===== src/rtl/decode_exec_reg_pkg.sv =====
// decode_exec_reg_pkg
// Shared core definitions for the decode/execute boundary: opcode constants,
// the bubble encoding, the per-cycle E-register selector and source-usage
// helpers. Every decode/execute file takes these from here instead of
// defining its own copies.
package decode_exec_reg_pkg;

    // Opcode encodings (MIPS primary opcode field)
    localparam logic [5:0] IROP  = 6'h00;
    localparam logic [5:0] IJ    = 6'h02;
    localparam logic [5:0] IADDI = 6'h08;
    localparam logic [5:0] IORI  = 6'h0D;
    localparam logic [5:0] ILW   = 6'h23;
    localparam logic [5:0] ISW   = 6'h2B;

    // A bubble is an R-type with funct 0 and no destination, i.e. a NOP.
    localparam logic [5:0] BUBBLE_OP    = IROP;
    localparam logic [5:0] BUBBLE_FUNCT = 6'h00;

    // What the E register captures on the next edge.
    typedef enum logic {
        E_LOAD   = 1'b0,
        E_BUBBLE = 1'b1
    } eSel_t;

    // rs feeds the ALU or address for everything except a jump.
    function automatic logic usesRs(input logic [5:0] op);
        return op != IJ;
    endfunction

    // rt is a true source only for R-type and store data.
    function automatic logic usesRt(input logic [5:0] op);
        return (op == IROP) || (op == ISW);
    endfunction

endpackage


===== src/rtl/decode_exec_reg_fwd_sel.sv =====
// fwd_sel
// Hazard detection and bypass selection for one source operand.
//   srcIdx/srcUsed/regVal : register index, whether the opcode reads it, and
//                           the register-file read data
//   eOp/eDst/eValE        : instruction in E and its combinational result
//   mOp/mDst/mValE/mValM  : instruction in M, its ALU result and load data
//   wDst/wVal             : writeback destination and value
//   fwdVal                : operand value to latch into E
//   loadUse               : the operand cannot be supplied this cycle; stall
// Build option: DEC_EXEC_FORWARD_EN selects the full E/M/W bypass network;
// without it only W write-through remains and any E/M match stalls.
module fwd_sel
    import decode_exec_reg_pkg::*;
#(
    parameter int WIDTH = 32,
    parameter int RW    = 5
) (
    input  logic [RW-1:0]    srcIdx,
    input  logic             srcUsed,
    input  logic [WIDTH-1:0] regVal,
    input  logic [5:0]       eOp,
    input  logic [RW-1:0]    eDst,
    input  logic [WIDTH-1:0] eValE,
    input  logic [5:0]       mOp,
    input  logic [RW-1:0]    mDst,
    input  logic [WIDTH-1:0] mValE,
    input  logic [WIDTH-1:0] mValM,
    input  logic [RW-1:0]    wDst,
    input  logic [WIDTH-1:0] wVal,
    output logic [WIDTH-1:0] fwdVal,
    output logic             loadUse
);

    // A zero destination never writes, so it can never match.
    logic eMatch;
    logic mMatch;
    logic wMatch;

    assign eMatch = (eDst != '0) && (eDst == srcIdx);
    assign mMatch = (mDst != '0) && (mDst == srcIdx);
    assign wMatch = (wDst != '0) && (wDst == srcIdx);

`ifdef DEC_EXEC_FORWARD_EN
    always_comb begin
        fwdVal  = regVal;
        loadUse = 1'b0;
        if (srcIdx == '0) begin
            fwdVal = '0;
        end else if (srcUsed) begin
            // Youngest producer wins. A load in E has no data yet, so it
            // is skipped here and reported as a stall instead.
            if (eMatch && (eOp != ILW)) begin
                fwdVal = eValE;
            end else if (mMatch) begin
                fwdVal = (mOp == ILW) ? mValM : mValE;
            end else if (wMatch) begin
                fwdVal = wVal;
            end
            loadUse = eMatch && (eOp == ILW);
        end
    end
`else
    // E/M data paths are not wired in this build.
    logic unusedFwdInputs;
    assign unusedFwdInputs = &{1'b0, eOp, eValE, mOp, mValE, mValM};

    always_comb begin
        fwdVal  = regVal;
        loadUse = 1'b0;
        if (srcIdx == '0) begin
            fwdVal = '0;
        end else if (srcUsed) begin
            if (wMatch) begin
                fwdVal = wVal;
            end
            // Any in-flight producer ahead of W must drain before D issues.
            loadUse = eMatch || mMatch;
        end
    end
`endif

endmodule


===== src/rtl/decode_exec_reg.sv =====
// decode_exec_reg
// Decode-to-execute pipeline register. Latches the decoded instruction with
// forwarded rs/rt operands, or a bubble on a load-use hazard or a flush.
//   clk, reset          : core clock, asynchronous active-high reset (E -> bubble)
//   D_*                 : decoded instruction, register reads and flush request
//   e_valE, M_*, m_valM : in-flight results used for bypassing
//   W_dst, W_val        : writeback port (register-file write-through)
//   E_*                 : registered E-stage fields
//   D_stall             : combinational; holds F and D this cycle
// Build option: DEC_EXEC_FORWARD_EN enables E and M bypassing.
module decode_exec_reg
    import decode_exec_reg_pkg::*;
#(
    parameter int WIDTH = 32,
    parameter int RW    = 5
) (
    input  logic             clk,
    input  logic             reset,
    input  logic [5:0]       D_op,
    input  logic [5:0]       D_funct,
    input  logic [RW-1:0]    D_rs,
    input  logic [RW-1:0]    D_rt,
    input  logic [RW-1:0]    D_dst,
    input  logic [WIDTH-1:0] D_valA,
    input  logic [WIDTH-1:0] D_valB,
    input  logic [WIDTH-1:0] D_imm,
    input  logic             D_flush,
    input  logic [WIDTH-1:0] e_valE,
    input  logic [5:0]       M_op,
    input  logic [RW-1:0]    M_dst,
    input  logic [WIDTH-1:0] M_valE,
    input  logic [WIDTH-1:0] m_valM,
    input  logic [RW-1:0]    W_dst,
    input  logic [WIDTH-1:0] W_val,
    output logic [5:0]       E_op,
    output logic [5:0]       E_funct,
    output logic [RW-1:0]    E_dst,
    output logic [WIDTH-1:0] E_valA,
    output logic [WIDTH-1:0] E_valB,
    output logic [WIDTH-1:0] E_imm,
    output logic             D_stall
);

    logic [5:0]       eOp_reg,    eOp_next;
    logic [5:0]       eFunct_reg, eFunct_next;
    logic [RW-1:0]    eDst_reg,   eDst_next;
    logic [WIDTH-1:0] eValA_reg,  eValA_next;
    logic [WIDTH-1:0] eValB_reg,  eValB_next;
    logic [WIDTH-1:0] eImm_reg,   eImm_next;

    // Index 0 is rs, index 1 is rt.
    logic [RW-1:0]    srcIdx  [2];
    logic             srcUsed [2];
    logic [WIDTH-1:0] regVal  [2];
    logic [WIDTH-1:0] fwdVal  [2];
    logic             hazard  [2];

    assign srcIdx[0]  = D_rs;
    assign srcIdx[1]  = D_rt;
    assign srcUsed[0] = usesRs(D_op);
    assign srcUsed[1] = usesRt(D_op);
    assign regVal[0]  = D_valA;
    assign regVal[1]  = D_valB;

    generate
        for (genvar gi = 0; gi < 2; gi++) begin : gSrc
            fwd_sel #(.WIDTH(WIDTH), .RW(RW)) uFwdSel (
                .srcIdx  (srcIdx[gi]),
                .srcUsed (srcUsed[gi]),
                .regVal  (regVal[gi]),
                .eOp     (eOp_reg),
                .eDst    (eDst_reg),
                .eValE   (e_valE),
                .mOp     (M_op),
                .mDst    (M_dst),
                .mValE   (M_valE),
                .mValM   (m_valM),
                .wDst    (W_dst),
                .wVal    (W_val),
                .fwdVal  (fwdVal[gi]),
                .loadUse (hazard[gi])
            );
        end
    endgenerate

    logic  anyHazard;
    eSel_t eSel;

    assign anyHazard = hazard[0] | hazard[1];
    // A flushed instruction is discarded, so there is nothing to hold upstream.
    assign D_stall   = anyHazard & ~D_flush;
    assign eSel      = (D_flush | anyHazard) ? E_BUBBLE : E_LOAD;

    always_comb begin
        eOp_next    = BUBBLE_OP;
        eFunct_next = BUBBLE_FUNCT;
        eDst_next   = '0;
        eValA_next  = '0;
        eValB_next  = '0;
        eImm_next   = '0;
        if (eSel == E_LOAD) begin
            eOp_next    = D_op;
            eFunct_next = D_funct;
            eDst_next   = D_dst;
            eValA_next  = fwdVal[0];
            eValB_next  = fwdVal[1];
            eImm_next   = D_imm;
        end
    end

    always_ff @(posedge clk or posedge reset) begin
        if (reset) begin
            eOp_reg    <= BUBBLE_OP;
            eFunct_reg <= BUBBLE_FUNCT;
            eDst_reg   <= '0;
            eValA_reg  <= '0;
            eValB_reg  <= '0;
            eImm_reg   <= '0;
        end else begin
            eOp_reg    <= eOp_next;
            eFunct_reg <= eFunct_next;
            eDst_reg   <= eDst_next;
            eValA_reg  <= eValA_next;
            eValB_reg  <= eValB_next;
            eImm_reg   <= eImm_next;
        end
    end

    assign E_op    = eOp_reg;
    assign E_funct = eFunct_reg;
    assign E_dst   = eDst_reg;
    assign E_valA  = eValA_reg;
    assign E_valB  = eValB_reg;
    assign E_imm   = eImm_reg;

endmodule


===== config.mk =====
export PLATFORM = sky130hd
export DESIGN_NAME = decode_exec_reg
export DESIGN_NICKNAME = d
export VERILOG_FILES = /design/src/rtl/decode_exec_reg_pkg.sv /design/src/rtl/decode_exec_reg_fwd_sel.sv /design/src/rtl/decode_exec_reg.sv
export SDC_FILE = /design/constraint.sdc
export NUM_CORES = 1
export LEC_CHECK = 0
export ABC_AREA = 1
export BUFFER_PORTS_ARGS = -buffer_cell sky130_fd_sc_hd__buf_2
export CORE_AREA = 8 8 143 145
export DETAILED_ROUTE_END_ITERATION = 8
export DIE_AREA = 0 0 151 153
export PLACE_DENSITY = 0.71
export SYNTH_ARGS = -nofsm -noshare
export SYNTH_HDL_FRONTEND = slang
export SYNTH_HIERARCHICAL = 1
export SYNTH_SLANG_ARGS = --single-unit

===== constraint.sdc =====
create_clock -name clk -period 3.4 [get_ports clk]
set_clock_uncertainty 0.15 [all_clocks]
set_input_delay 0.17 -clock clk [delete_from_list [all_inputs] [get_ports clk]]
set_output_delay 0.17 -clock clk [all_outputs]
set_load 0.02 [all_outputs]

==> metrics.yaml, run 1 <==
cts_root_buf: "clkbuf_16"
path_buf_inv: 5
start_kind: "primary input"
htree_levels: 4
hold_path_end: "E_valA[26]"
cts_tree: "built"
cp-startpoint: "D_op[3]"
maxUsedRoutingLayer: "met4"
timing.rr.end: "E_op[4]"
worst_pin_slew_ns: 0.860
p_sw_mw: 1.19
worstSetupPathType: "in -> reg"
yosys.cell_types.count: 22
p_sw_share_pct: 29.4
setup_viol: 0
p_per_area_nw_per_um2: 429
drive_above_1_share_pct: 32.9
hp-class: "in -> reg"
whs_path_depth: 7
yosys.area_share.simple_pct: 34.0
synth.avg_cell_area_sq_um: 7.28
layout-area-overhead-vs-synth_pct: 52.8
syn_nets: 1115
synth_fa_ha_area_share_pct: 0
ant_nets: 0
placed_cell_area_sq_um: 7670
r2r_cells: 8
dieArea_sq_um: 23100
yosys_warnings: 6
drt_iter0_drc: 353
required_ns: 3.59
hold_violations: 0
end_kind: "flop"
final_area_sq_um: 9400
p_clk_share_pct: 44.0
r2r_start: "E_dst[3]"
met1_length_microns: 8600
hpwl_microns: 15500
avgViaCountPerCell: 4.30
status: "complete, no violations"
finalSetupTns_ns: 0
syn_inst: 845
io_pins: 384
hold_start: "W_val[26]"
grt_usage_pct: 19.2
crit_chain: "dlygate4sd3_1, buf_2, nor2_1, nand3_1, nand2_1, inv_1, a21oi_1, nand3_1, nor2_4, buf_4, nor2_1, nor2_1, inv_1, nor2_2"
synth_top_family_by_area: "simple AND/OR/NAND/NOR gates"
portBuffers: 281
vias: 6376
synthMuxAreaShare_pct: 0
cts_setup_buffers: 0
wl_per_cell_microns: 14.9
path_common_cell: "nor2_1"
ys_seq_elements: 113
drc: 0
nets: 1505
grt_max_degree: 72
p_comb_share_pct: 19.8
cts_max_path_buffers: 2
detail_route.first_pass.iterations: 5
power_frac_seq_pct: 36.2
vdd_drop_max_v: 0.000328
cp_data_arrival_time_ns: 2.66
clk_latency_ns: 0.41
clock_sinks: 113
fmax_mhz: 404
min_period_ns: 2.47
synth_seq_area_share_pct: 46.0
rrSetupSlack_ns: 1.03
route.met3.wl_microns: 1680
crit_fanout: 24
start_util_pct: 33.7
path_clk_slew_ns: 0.06
antenna_found_initial: 2
slew_viol_final: 0
finalCritPeriodShare_pct: 72.7
rsz0062_at_grt: "no"
cp_num_cells: 14
timing.slew.headroom_pct: 42.5
intPower_mw: 2.85
grt_pass1_vias: 6622
core_area_sq_um: 18300
die_w_microns: 151
synth_compound_area_share_pct: 1.02
slowest_delay_ns: 0.55
grt_overflow: 0
critical-path-slowest-cell: "dlygate4sd3_1"
maxCapViolations: 0
core.rowCount: 50
die_h_microns: 153
grt_pass1_wl_microns: 34700
place_congestion: 0.892
whs_ns: 0.0214
critPathTopFamily: "simple AND/OR/NAND/NOR gates"
p_leak_nw: 5.75
syn_area_sq_um: 6150
cts_buffers: 17
wl_microns: 22200
wl_met2_microns: 10900
synth_xor_area_share_pct: 1.71
[cell usage after synthesis, drive strengths merged]
master	number	area (sq um)
dfrtp	113	2830
clkbuf	6	22.5
nand2	116	435
nand3	76	390
nor2	272	1220
nand3b	1	20.0
nand4	3	18.8
inv	201	754
xnor2	2	17.5
a21oi	11	62.6
or2	2	12.5
buf	30	279
xor2	10	87.6
clkinv	2	7.51
[sequential cells by signal (all words and copies together), names as in the netlist]
name	count
E_imm	32
E_valA	32
E_valB	32
E_funct	6
E_op	6
E_dst	5
[metal layers]
layer,up-vias,GRT usage [%]
met2,269,31.9
met4,0,10.5
met5,-,0
li1,3194,-
met1,2849,21.9
met3,64,4.93
[power by group through the flow]
stage / Clock, mW / Combinational (mW) / Sequential (mW)
3_5_place_dp: 0 / 0.698 / 1.48
5_1_grt: 1.88 / 0.879 / 1.47
2_1_floorplan: 0 / 0.312 / 1.60
3_3_place_gp: 0 / 0.688 / 1.48
4_1_cts: 1.83 / 0.804 / 1.46
6_report: 1.78 / 0.800 / 1.46
[cells in the final DEF, fill, tap and decap left out, types with 3 or more instances in the layout]
master and n:
buf_2 281, nor2_1 198, inv_1 194, nand2_1 116, dlygate4sd3_1 114, dfrtp_1 113, nand3_1 74, nor2_2 72
clkbuf_16 17, xor2_1 10, buf_4 10, a21oi_1 9, inv_2 6, clkinvlp_4 5, clkinv_4 4, nand4_1 3
inv_6 3
[how the worst max path moves through the flow]
stage	endpoint
finish	E_valB[7]
global placement	E_op[4]
CTS	E_valB[7]
global route	E_valB[7]
floorplan	E_dst[0]
detailed placement	E_op[4]
[what timing repair did]
item / 4_1_cts / 5_1_grt
hold endpoints to repair: 155 / 0
hold buffers: 114 / 0
gates resized for setup: 0 / 0
[per-stage QoR]
step                setup slack [ns]  utilization, %  power (mW)  cells
detailed placement              1.04            42.0        2.18   1336
global route                   0.695            51.5        4.23   1484
floorplan                     0.0926               -        1.91    845
finish                         0.928            51.5        4.03   1484
CTS                            0.917            51.4        4.09   1482
global placement                1.08            42.0        2.17   1336
[layout make-up]
type                       count  area, sq um
tap                          234          293
sequential                   113         2830
fill                        1702         8870
inverter                     203          764
multi-input combinational    493         2260
timing repair buffer         407         2660
clock inverter                14          159
clock buffer                  18          429
antenna                        2         5.00
[worst min-delay path, cell delays in order]
cell,delay [ns]
buf_2,0.10
inv_1,0.04
nand3_1,0.06
nand2_1,0.05
nor2_1,0.03
inv_1,0.04
nor2_1,0.04
[cells by family after synthesis]
family,after synthesis
buffers and inverters,239
and+or+nand+nor,470
DFF,113
xor gates and xnor gates,12
AOI/OAI and AO/OA,11
Power figures use the tool's default switching activity.
==> inputs of run 2 (changes only) <==
- CORE_AREA: 8 8 143 145 -> 8 8 141 143
- DIE_AREA: 0 0 151 153 -> 0 0 149 151
- PLACE_DENSITY: 0.71 -> 0.7
- clock period: 3.4 -> 2.5 ns (I/O delays scaled with it)
==> metrics.yaml, run 2 (synthesized netlist as in run 1, its figures left out) <==
core.rowCount: 49  # -2.0%
place_congestion: 0.884  # -0.80%
start_kind: "primary input"
path_clk_slew_ns: 0.06  # about the same
setup_viol: 0  # unchanged
vias: 6808  # +6.8%
drc: 0  # unchanged
ant_nets: 0  # unchanged
crit_chain: "dlygate4sd3_1, buf_2, inv_1, nand4_1, inv_1, a21oi_1, nand3_1, nor2_4, buf_6, nor2_1, nor2_1, dlygate4sd3_1, inv_1, nor2_2"
htree_levels: 4  # unchanged
worst_pin_slew_ns: 0.615  # -0.245 ns
slowest_delay_ns: 0.57  # +0.02 ns
maxCapViolations: 0  # unchanged
wl_per_cell_microns: 15.2  # +1.4%
crit_fanout: 18  # -25%
clock_sinks: 113  # unchanged
wl_microns: 23200  # +4.7%
placed_cells: 1331  # -0.37%
grt_usage_pct: 20.8  # +1.7 points
slew_viol_final: 0  # unchanged
cts_max_path_buffers: 2  # unchanged
cts_tree: "built"
diodes: 0  # -2
fmax_mhz: 417
grt_overflow: 0  # unchanged
core_area_sq_um: 17700  # -3.3%
vdd_drop_max_v: 0.000442  # +35%
start_util_pct: 34.8  # +1.2 points
p_per_area_nw_per_um2: 576  # +34%
dieArea_sq_um: 22500  # -2.6%
fin_cells: 1533  # +3.3%
wl_met2_microns: 12000  # +10%
antenna_found_initial: 0  # -2
grt_pass1_wl_microns: 36700  # +5.8%
rsz0062_at_grt: "yes"
most-common-layout-cells: "buf_2, nor2_1, inv_1"
timing.slew.headroom_pct: 59.0  # +16 points
hpwl_microns: 14700  # -5.1%
end_kind: "flop"
cts_buffers: 17  # unchanged
die_w_microns: 149  # -1.3%
grt_max_degree: 114  # +58%
required_ns: 2.69  # -0.90 ns
cts_root_buf: "clkbuf_16"
mostFrequentLayoutCell: "buf_2"
portBuffers: 281  # unchanged
met1_length_microns: 8570  # -0.36%
nets: 1561  # +3.7%
p_leak_nw: 6.04  # +4.9%
avgViaCountPerCell: 4.44  # +3.4%
fin_total_pwr_mw: 5.80  # +44%
cp_data_arrival_time_ns: 2.59  # -0.07 ns
path_common_cell: "inv_1"
die_h_microns: 151  # -1.3%
status: "complete, no violations"
critical-path-slowest-cell: "dlygate4sd3_1"
route.met3.wl_microns: 1660  # -1.0%
drt_iter0_drc: 329  # -6.8%
nFillCells: 1502  # -12%
io_pins: 384  # unchanged
min_period_ns: 2.40
layout-area-overhead-vs-synth_pct: 63.8
drive_above_1_share_pct: 31.7  # -1.1 points
hold_violations: 0  # unchanged
finalCritPeriodShare_pct: 95.8
detail_route.first_pass.iterations: 6  # +1
maxUsedRoutingLayer: "met4"
worstSetupPathType: "in -> reg"
hp-class: "in -> reg"
clk_latency_ns: 0.43  # +0.02 ns
grt_pass1_vias: 7332  # +11%
==> run 2: cell count changes in the layout (fill, tap and decap cells not counted), moves of 2 or more <==
| cell | previous run | this run |
|---|---|---|
| a21oi_2 | 2 | 0 |
| buf_4 | 10 | 6 |
| bufinv_16 | 2 | 4 |
| nor2_4 | 2 | 4 |
| buf_12 | 2 | 6 |
| nor2_1 | 198 | 196 |
| diode_2 | 2 | 0 |
| dlygate4sd3_1 | 114 | 169 |
| a21oi_4 | 0 | 2 |
==> run 2: area by class of cell <==
cell class	count	area (sq um)	area share (%)
timing repair buffer	463	3270	32.5
tap	229	287	2.84
inverter	203	766	7.60
clock buffer	17	425	4.22
sequential	113	2830	28.1
multi-input combinational	493	2290	22.7
clock inverter	15	209	2.07
==> run 2: power breakdown <==
| part | internal, mW | switching, mW |
|---|---|---|
| Combinational | 0.531 | 0.677 |
| Sequential | 1.95 | 0.0414 |
| Clock | 1.68 | 0.927 |
==> run 2: final timing paths <==
path / start / to / slack, ns / cells after the start
min reg2reg: E_dst[4] / E_valA[22] / 1.08 / 8
max in group asynchronous: reset / E_valB[23] / 1.45 / 4
max: D_op[0] / E_valA[15] / 0.10 / 14
max reg2reg: E_dst[0] / E_imm[12] / 0.39 / 10
min in group asynchronous: reset / E_imm[27] / 0.29 / 4
min: W_val[9] / E_valA[9] / 0.01 / 7
==> run 2: stage by stage <==
| step | area [sq um] | setup WS, ns | hold WS, ns | util [%] | TNS [ns] |
|---|---|---|---|---|---|
| after CTS | 10100 | 0.0371 | 0.000757 | 56.9 | 0 |
| final | 10100 | 0.104 | 0.0131 | 57.1 | 0 |
| after global routing | 10100 | -0.0316 | 0.0208 | 57.1 | -0.143 |
| after global placement | 7720 | 0.514 | 0.185 | 43.8 | 0 |
| after detailed placement | 7720 | 0.458 | 0.189 | 43.8 | 0 |
| after floorplan | 6160 | 0.736 | 0.0812 | - | 0 |
==> run 2: critical path: cells and delay by family <==
family	cells	cell delay, ns
AND/OR/NAND/NOR	6	0.68
buffers and inverters	7	1.60
AO/OA/AOI/OAI	1	0.16
==> run 2: layer usage <==
layer | up-vias | GRT usage, %
li1 | 3310 | -
met1 | 3092 | 21.7
met2 | 316 | 37.4
met3 | 90 | 6.01
met4 | 0 | 11.2
met5 | - | 0
==> run 2: timing repair <==
item	in CTS	in global routing
endpoints found under the hold margin	226	0
buffers inserted	0	1
setup endpoints to repair	0	29
resized for setup	0	6
hold buffers	169	0
